<file path="src/rtl/sram_req_responder.sv">
// sram_req_responder: valid/ready request port onto a 16-word register
// array, one response per request returned through a 2-entry FIFO.
module sram_req_responder #(
  parameter int DW        = 4,
  parameter int AW        = 4,
  parameter int RSP_DEPTH = 2
) (
  input  logic          clk,
  input  logic          rst,
  input  logic          req_valid,
  output logic          req_ready,
  input  logic          req_wr,
  input  logic [AW-1:0] req_addr,
  input  logic [DW-1:0] req_data,
  output logic          rsp_valid,
  input  logic          rsp_ready,
  output logic          rsp_wr,
  output logic [AW-1:0] rsp_addr,
  output logic [DW-1:0] rsp_data
);

  localparam int DEPTH = 1 << AW;
  localparam int EW    = 1 + AW + DW;
  localparam int PW    = $clog2(RSP_DEPTH);
  localparam int CW    = $clog2(RSP_DEPTH + 1);

  logic [DW-1:0] mem  [DEPTH];
  logic [EW-1:0] rbuf [RSP_DEPTH];
  logic [PW-1:0] wr_ptr;
  logic [PW-1:0] rd_ptr;
  logic [CW-1:0] count;
  logic          push;
  logic          pop;
  logic [DW-1:0] rd_word;
  logic [EW-1:0] entry;
  logic [EW-1:0] head;

  // Ready depends only on fill level, never on rsp_ready.
  assign req_ready = !rst && (count != CW'(RSP_DEPTH));
  assign push      = req_valid && req_ready;
  assign pop       = rsp_valid && rsp_ready;

  // Reads capture the array content before the accept edge.
  assign rd_word = mem[req_addr];
  assign entry   = {req_wr, req_addr, req_wr ? req_data : rd_word};

  // Outputs come only from the FIFO head; zeroed when empty.
  assign head      = rbuf[rd_ptr];
  assign rsp_valid = (count != '0);
  assign {rsp_wr, rsp_addr, rsp_data} = rsp_valid ? head : '0;

  // Storage array: cleared on reset, written on accepted writes.
  always_ff @(posedge clk) begin
    if (rst) begin
      for (int i = 0; i < DEPTH; i++) begin
        mem[i] <= '0;
      end
    end else if (push && req_wr) begin
      mem[req_addr] <= req_data;
    end
  end

  // Response entries: written at the tail on every accept.
  always_ff @(posedge clk) begin
    if (push) begin
      rbuf[wr_ptr] <= entry;
    end
  end

  // FIFO pointers and occupancy.
  always_ff @(posedge clk) begin
    if (rst) begin
      wr_ptr <= '0;
      rd_ptr <= '0;
      count  <= '0;
    end else begin
      if (push) begin
        wr_ptr <= wr_ptr + PW'(1);
      end
      if (pop) begin
        rd_ptr <= rd_ptr + PW'(1);
      end
      case ({push, pop})
        2'b10:   count <= count + CW'(1);
        2'b01:   count <= count - CW'(1);
        default: count <= count;
      endcase
    end
  end

endmodule

</file>
<file path="config.mk">
export PLATFORM = sky130hd
export DESIGN_NAME = sram_req_responder
export DESIGN_NICKNAME = d
export VERILOG_FILES = /design/src/rtl/sram_req_responder.sv
export SDC_FILE = /design/constraint.sdc
export NUM_CORES = 1
export LEC_CHECK = 0
export CAP_MARGIN = 20
export CELL_PAD_IN_SITES_DETAIL_PLACEMENT = 1
export CELL_PAD_IN_SITES_GLOBAL_PLACEMENT = 1
export CORE_ASPECT_RATIO = 1.4
export CORE_MARGIN = 3
export CORE_UTILIZATION = 54
export CTS_CLUSTER_DIAMETER = 100
export DETAILED_ROUTE_END_ITERATION = 12
export GPL_TIMING_DRIVEN = 1
export PLACE_DENSITY_LB_ADDON = 0.12
export SLEW_MARGIN = 0
export SYNTH_ARGS = -nofsm -noshare
export SYNTH_HDL_FRONTEND = slang
export SYNTH_SLANG_ARGS = --single-unit
</file>
<file path="constraint.sdc">
create_clock -name clk -period 4.7 [get_ports clk]
set_clock_uncertainty 0.2 [all_clocks]
set_input_delay 0.47 -clock clk [delete_from_list [all_inputs] [get_ports clk]]
set_output_delay 0.47 -clock clk [all_outputs]
set_load 0.02 [all_outputs]
</file>
==> impl_metrics.env <==
export IMPL_synth_edf_count=82
export IMPL_status="finished clean"
export IMPL_dp_hpwl_um=6240
export IMPL_timing_max_cap_violations=0
export IMPL_p_leak_nw=1.61
export IMPL_grt_pass1_wl_um=14200
export IMPL_avgSynthCellArea_um2=13.9
export IMPL_yosysWarnings=0
export IMPL_clock_path_buffers=2
export IMPL_drt_initial_drc_count=129
export IMPL_hold_violations=0
export IMPL_clk_latency_ps=360
export IMPL_yosysSeqAreaShare_pct=60.1
export IMPL_slew_violations=0
export IMPL_tightest_slew_ps=1000
export IMPL_cts_tree="yes"
export IMPL_ctsRootBufferMaster="clkbuf_8"
export IMPL_core_area_um2=7500
export IMPL_arrival_ps=2860
export IMPL_pin_count=24
export IMPL_placed_cell_area_um2=4490
export IMPL_vias_per_cell=5.92
export IMPL_num_vias=2498
export IMPL_path_cells="clkdlybuf4s50_1 -> nand3_1 -> o31ai_1"
export IMPL_nets=334
export IMPL_cts_buffers=9
export IMPL_antenna_found_initial=0
export IMPL_cp_required_ps=4490
export IMPL_rsz0062_at_grt="no"
export IMPL_grt_pass1_vias=2623
export IMPL_die_h_um=111
export IMPL_grt_overflow_total=0
export IMPL_start_util_pct=56.8
export IMPL_synth_nets=320
export IMPL_setup_viol=0
export IMPL_end_kind="flip-flop"
export IMPL_slew_headroom_pct=33.1
export IMPL_critPathMaxStageDelay_ps=1040
export IMPL_setup_tns_ps=0
export IMPL_fmax_mhz=326
export IMPL_h_tree_depth=3
export IMPL_post_cts_buffers=0
export IMPL_antenna_cells=0
export IMPL_grt_start_max_net_pins=41
export IMPL_syn2layout_area_growth_pct=9.49
export IMPL_fin_crit_ps=3060
export IMPL_crit_fanout=16
export IMPL_cts_hold_buffers=0
export IMPL_ys_seq_elements=87
export IMPL_crit_type="in -> reg"
export IMPL_synthArstFlopShare_pct=0
export IMPL_route_detailed_drc=0
export IMPL_vdd_drop_max_mv=0.248
export IMPL_cp_slowest_cell="clkdlybuf4s50_1"
export IMPL_post_route_period_util_pct=65.2
export IMPL_gp_congestion=0.779
export IMPL_fillers=726
export IMPL_die_w_um=81.1
export IMPL_drt_total_wl_um=8800
export IMPL_post_drt_wl_per_cell_um=20.9
export IMPL_dieArea_um2=9010
export IMPL_dr_pass1_iters=4
export IMPL_post_synth_num_cell_types=42
export IMPL_power_density_nw_per_um2=368
export IMPL_drive_above_1_share_pct=15.1
export IMPL_clkSinkCount=87
export IMPL_ys_flop_type="edfxtp_1"
export IMPL_rows=37
export IMPL_worst_setup_path_start_kind="input pin"
export IMPL_wl_met1_um=3480
export IMPL_highest_layer="met4"
export IMPL_synthCells=306
export IMPL_hold_class="reg -> reg"
export IMPL_grt_usage_pct=21.8
export IMPL_met3RoutedLength_um=325
export IMPL_port_buffer_count=23
export IMPL_ant_nets=0
export IMPL_clkTransAtPathRegs_ps=80
export IMPL_syn_area_um2=4260
export IMPL_cts_resized=0
export IMPL_stdcell_area_um2=4660
export IMPL_wl_met2_um=4740
==> stage by stage <==
stage / total power, mW / utilization [%] / hold slack, ps / instances / setup WS [ps]
2_1_floorplan: 1.17 / - / 271 / 306 / 2520
3_3_place_gp: 1.28 / 59.8 / 296 / 405 / 1470
3_5_place_dp: 1.29 / 59.8 / 306 / 405 / 1250
4_1_cts: 1.73 / 61.9 / 331 / 421 / 1650
5_1_grt: 1.79 / 62.2 / 360 / 422 / 1430
6_report: 1.72 / 62.2 / 328 / 422 / 1640
==> metal layers <==
layer  GRT usage (%)  up-vias
met5               0        -
met4            8.68        0
met3            5.12       17
met2            37.7       56
met1            25.5     1250
li1                -     1175
==> path summary, 6_finish.rpt <==
path                                   end        start  depth (start not counted)  slack (ps)
worst max register to register  mem[14][3]     count[0]                          4        2390
worst max-delay path            mem[13][1]  req_addr[3]                          3        1640
worst min register to register      rd_ptr       rd_ptr                          2         330
worst min-delay path                rd_ptr       rd_ptr                          2         330
==> state kept, by name, summed over array words and instances (netlist names), named ones only <==
name / count
mem: 64
wr_ptr: 1
rd_ptr: 1
rbuf: 18
count: 2
==> area by class of cell <==
type                       instances  area (µm²)  area share [%]
clock inverter                     4        22.5           0.483
sequential                        87        2560            54.9
timing repair buffer              28         275            5.90
inverter                          10        40.0           0.858
multi-input combinational        184        1510            32.3
tap                               97         121            2.60
clock buffer                      12         135            2.90
==> critical path, delay by kind of cell <==
kind / cells / cell delay (ps)
compound gates: 1 / 760
simple gates: 1 / 580
buf+inv: 1 / 1040
==> cells by family after synthesis <==
kind of cell / after synthesis / synth area share [%]
AND/OR/NAND/NOR: 117 / 18.8
flip-flops: 87 / 60.1
buffers and inverters: 35 / 4.46
multiplexers: 33 / 10.2
AO/OA/AOI/OAI: 29 / 5.32
XOR/XNOR: 4 / 0.822
adder cells (fa/ha/maj): 1 / 0.294
==> where the power goes <==
part / total (mW) / internal (mW) / switching (mW)
clock network: 0.444 / 0.189 / 0.255
registers: 0.929 / 0.893 / 0.0355
logic: 0.342 / 0.148 / 0.195
==> layout by cell type, fill, tap and decap left out, drive strengths merged, types with 3 or more instances in the layout <==
cell type,count
edfxtp,82
and2,44
nor4,27
mux2i,25
clkdlybuf4s50,22
nor2,20
or2,12
clkbuf,12
inv,10
mux4,8
buf,6
nand2,5
dfxtp,5
a31oi,4
a2bb2oi,4
o22ai,4
a211oi,4
a22oi,4
o31ai,4
nor2b,3
xnor2,3
==> cells in the mapped netlist (6+ instances only) <==
cell       n  area [µm²]
or2_2     11        68.8
nor2_1    20        75.1
edfxtp_1  82        2460
buf_2      6        30.0
inv_1      8        30.0
and2_1    44         275
nor4_4     8         170
mux2i_1   25         250
clkbuf_1  10        37.5
nor4_1    19         119
mux4_2     7         158
No activity file was read; power rests on OpenSTA's default activity.
==> edit 1 (config.mk and constraints unchanged) <==
Change the parameter `RSP_DEPTH` from 2 to 4.
--- a/src/rtl/sram_req_responder.sv
+++ b/src/rtl/sram_req_responder.sv
@@ -3,7 +3,7 @@
 module sram_req_responder #(
   parameter int DW        = 4,
   parameter int AW        = 4,
-  parameter int RSP_DEPTH = 2
+  parameter int RSP_DEPTH = 4
 ) (
   input  logic          clk,
   input  logic          rst,
Behaviour: not the same (Yosys sat finds a counterexample within 4 cycles, from zero or initial values and one cycle with rst high).
==> edit 1 against the unedited design <==
- cell area grew 22%
- power grew 38%
- die area grew 19%
- worst setup slack gained 0.033 ns
- sequential cell count grew 22
- sequential power grew 26%
- register-to-register slack lost 0.33 ns
- count of clock-buffer cells in the layout shrank 1
- critical path depth is the same
- core utilization grew 0.37 points
- maximum frequency grew 1.1%
- area after synthesis grew 21%
- wire length grew 24%
- critical path type is now flip-flop to primary output
==> edit 1: results (changes against the unedited design) <==
RUN STATUS
--------------------------------------------------------------------
Outcome ............................................... finished, final reports clean

CLOCK TREE
--------------------------------------------------------------------
# clock sinks .........................................          109   +25%
Clock tree root buffer cell ...........................    clkbuf_16

CRITICAL PATH
--------------------------------------------------------------------
Arrival time of the worst setup path ..................      2.36 ns   -0.50 ns
Number of cells on the worst reg-to-reg path ..........            5   +1
Worst Path Max Fanout .................................            9   -7
FF-to-FF setup slack ..................................      2.06 ns   -0.33 ns
Worst reg2reg path endpoint ........................... mem[1][2]$_SDFFCE_PN0P_

DRT
--------------------------------------------------------------------
Average routed wire per standard cell .................      23.0 µm   +10%
Met1 wire length ......................................      4.15 mm   +19%
Detailed-routed wire length on met3 ...................       431 µm   +33%
Routed length on met2 .................................      6.13 mm   +29%

FINAL LAYOUT
--------------------------------------------------------------------
Final design instance area without fill ...............     5710 µm²   +22%
Total number of multi-input combinational cells .......          209   +14%
Filler cell count in the final layout .................          844   +16%
Ratio of cells with drive above 1 in the final layout .        0.173   +0.0227
Sequential cell area share ............................        0.557   +0.00780
Proportion of cell area occupied by multi-input gates .        0.318   -0.00501

POWER
--------------------------------------------------------------------
Sequential cell power .................................      1.17 mW   +26%
Largest vdd supply drop ...............................   0.000187 V   -25%
Power in combinational cells ..........................       468 µW   +37%

YOSYS
--------------------------------------------------------------------
Sequential fraction of the synthesis area .............        0.619   +0.0175
Synthesized net count .................................          363   +13%
Most numerous cell types in the synthesized netlist ... 100 x edfxtp_1, 78 x and2_1, 17 x mux4_2

GLOBAL ROUTING
--------------------------------------------------------------------
Tot GR Track Use ......................................        0.230   +0.0122
Largest net degree at the start of global routing .....           27   -34%
Met1 usage ............................................        0.262   +0.00694

STA
--------------------------------------------------------------------
Actual slew at the worst max-slew pin .................     0.870 ns   -0.134 ns

MIN PATH
--------------------------------------------------------------------
Worst Hold Path EP .................................... count[2]$_SDFFE_PP0P_

[edit 1: worst max-delay path by stage]
stage                           start                     to  slack, ns  depth (start not counted)
after floorplan                   rst  count[2]$_SDFFE_PP0P_       2.44                          9
after global placement    req_addr[1]   rbuf[0][3]$_DFFE_PP_       1.51                          6
after detailed placement  req_addr[1]   rbuf[1][1]$_DFFE_PP_       1.40                          5
after CTS                   flip-flop            rsp_data[1]       1.58                          3
after global routing        flip-flop            rsp_data[1]       1.51                          3
final                       flip-flop            rsp_data[1]       1.67                          3
[edit 1: cells by family (layout without fill, tap and decap cells)]
kind of cell,Yosys count,count (layout),synth area share
muxes,33,33,0.107
AOI/OAI and AO/OA,24,24,0.0316
buffers and inverters,26,51,0.0275
and+or+nand+nor,141,141,0.191
xor gates and xnor gates,5,5,0.00852
DFF,109,109,0.619
adders and majority gates,6,6,0.0161
[edit 1: critical path: stages, from the launching register on]
cell and delay (ns):
dfxtp_1 0.72, mux4_2 0.58, and2_1 0.17, clkdlybuf4s50_1 0.54
==> edit 2 (same flow settings) <==
Made on the original files. Reset style: asynchronous (`rst`), changed in 2 clocked blocks.
--- a/src/rtl/sram_req_responder.sv
+++ b/src/rtl/sram_req_responder.sv
@@ -50,7 +50,7 @@
   assign {rsp_wr, rsp_addr, rsp_data} = rsp_valid ? head : '0;
 
   // Storage array: cleared on reset, written on accepted writes.
-  always_ff @(posedge clk) begin
+  always_ff @(posedge clk or posedge rst) begin
     if (rst) begin
       for (int i = 0; i < DEPTH; i++) begin
         mem[i] <= '0;
@@ -68,7 +68,7 @@
   end
 
   // FIFO pointers and occupancy.
-  always_ff @(posedge clk) begin
+  always_ff @(posedge clk or posedge rst) begin
     if (rst) begin
       wr_ptr <= '0;
       rd_ptr <= '0;
Formal check against the unedited RTL: differs if rst is asserted again (counterexample within 4 cycles, from zero or initial values and one cycle with rst high); with rst held inactive, the same outputs for 4 cycles.
==> edit 2 against the unedited design <==
- worst setup slack improved by 0.17 ns
- die area decreased by 6.7%
- wire length decreased by 2.2%
- area after synthesis decreased by 7.2%
- non-clock buffer count decreased by 2
- power increased by 20%
- largest power group unchanged
- cell area decreased by 4.1%
- sequential power increased by 7.5%
- sequential cell count decreased by 1
- largest cell class unchanged
- maximum frequency increased by 5.7%
==> edit 2: results (changes against the unedited design) <==
YOSYS
--------------------------------------------------------------------------------------
Number of instances in the synthesized netlist ..........................          284   -7.2%
Most numerous cell types in the synthesized netlist ..................... 68 x dfrtp_1, 64 x mux2_2, 21 x mux2i_1
Sequential fraction of the synthesis area ...............................        0.567   -0.0344
Number of enable flip-flop cells after synthesis ........................           18   -78%
Number of distinct standard cells referenced by the synthesized netlist .           29   -31%
Synthesized net count ...................................................          298   -6.9%
Fraction of registers with async set/reset ..............................        0.791   +0.791

POWER
--------------------------------------------------------------------------------------
Leak Pwr ................................................................      2.00 nW   +24%
Largest vdd supply drop .................................................   0.000231 V   -6.6%

PLACEMENT
--------------------------------------------------------------------------------------
Routability cong. .......................................................        0.837   +7.3%
Detail Placement HPWL ...................................................      6.14 mm   -1.7%
Total cell area at the placement stage ..................................     4270 µm²   -4.8%
Pre-CTS setup slack .....................................................      1.43 ns   +0.180 ns
Number of placed instances with taps included ...........................          391   -3.5%

STA
--------------------------------------------------------------------------------------
Relative max-transition margin ..........................................        0.346   +0.0153
Worst-case hold slack ...................................................     0.302 ns   -0.0260 ns

CRITICAL PATH
--------------------------------------------------------------------------------------
Worst Path Max Fanout ...................................................           14   -2
Arrival time of the worst setup path ....................................      2.94 ns   +0.08 ns
Slowest Stage Delay on Critical Path ....................................      0.75 ns   -0.29 ns
Number of cells on the worst reg-to-reg path ............................            4   unchanged
Worst reg2reg startpoint ................................................ count[1]$_DFFE_PP0P_
Worst reg2reg path endpoint ............................................. mem[42]$_DFFE_PP0P_

DRT
--------------------------------------------------------------------------------------
Routed length on met2 ...................................................      4.57 mm   -3.5%
Initial DRC count .......................................................          149   +16%
Average routed wire per standard cell ...................................      21.2 µm   +1.4%
Detailed-routed wire length on met3 .....................................       307 µm   -5.5%
Post-detailed-route via-to-cell ratio ...................................         5.88   -0.71%
Met1 wire length ........................................................      3.53 mm   +1.6%

FINAL LAYOUT
--------------------------------------------------------------------------------------
Net count reported at finish ............................................          321   -3.9%
Ratio of cells with drive above 1 in the final layout ...................        0.314   +0.163

GLOBAL ROUTING
--------------------------------------------------------------------------------------
Global-route wire length before repair ..................................      14.6 mm   +2.6%
Tot GR Track Use ........................................................        0.235   +0.0168
Largest net degree at the start of global routing .......................           47   +15%
Vias in the first global route ..........................................         2676   +2.0%

CLOCK TREE
--------------------------------------------------------------------------------------
TritonCTS Buffers .......................................................            9   unchanged

MIN PATH
--------------------------------------------------------------------------------------
Count of cells along the worst hold path ................................            1   -1
Worst Hold Path EP ...................................................... count[1]$_DFFE_PP0P_
Hold wc startpoint ...................................................... count[1]$_DFFE_PP0P_

RUN STATUS
--------------------------------------------------------------------------------------
Outcome ................................................................. finished, final reports clean

[edit 2: cell count changes after synthesis, moves of 5 or more]
| cell | change |
|---|---|
| dfrtp_1 | +68 |
| nor4_1 | -16 |
| or2_2 | -11 |
| edfxtp_1 | -64 |
| buf_2 | -5 |
| and2_1 | -43 |
| dfxtp_1 | -5 |
| nand2_1 | +14 |
| nor4_4 | -8 |
| mux2_2 | +64 |
[edit 2: worst max path at each step]
| stage | to | slack, ns |
|---|---|---|
| floorplan | count[0]$_DFFE_PP0P_ | 2.32 |
| global placement | mem[52]$_DFFE_PP0P_ | 1.53 |
| detailed placement | mem[44]$_DFFE_PP0P_ | 1.43 |
| CTS | rsp_data[0] | 1.81 |
| global route | mem[42]$_DFFE_PP0P_ | 1.71 |
| finish | mem[42]$_DFFE_PP0P_ | 1.80 |
[edit 2: area by class of cell]
type / count / area, µm²
fill: 696 / 2550
inverter: 7 / 26.3
clock buffer: 12 / 155
multi-input combinational: 177 / 1630
timing repair buffer: 26 / 253
sequential: 86 / 2240
tap: 95 / 119
clock inverter: 4 / 45.0
[edit 2: kinds of logic after synthesis]
family | after synthesis | share of synthesized area
AOI/OAI and AO/OA | 16 | 0.0304
xor gates and xnor gates | 5 | 0.0111
adders and majority gates | 1 | 0.00316
buffers and inverters | 21 | 0.0203
DFF | 86 | 0.567
muxes | 97 | 0.296
and+or+nand+nor | 58 | 0.0718
[edit 2: power breakdown]
group          internal, mW  total, mW  switching (mW)
Clock                 0.272      0.529           0.257
Combinational         0.275      0.528           0.254
Sequential            0.905      0.999          0.0936
[edit 2: layer usage]
| layer | GRT usage | vias to the layer above |
|---|---|---|
| met4 | 0.0950 | 0 |
| met3 | 0.0563 | 18 |
| met1 | 0.279 | 1253 |
| met2 | 0.408 | 46 |
| li1 | - | 1075 |
| met5 | 0 | - |
[edit 2: worst max-delay path: cells and delay by family]
family / cells / cell delay [ns]
muxes: 1 / 0.37
buffers and inverters: 1 / 0.75
and+or+nand+nor: 3 / 1.35
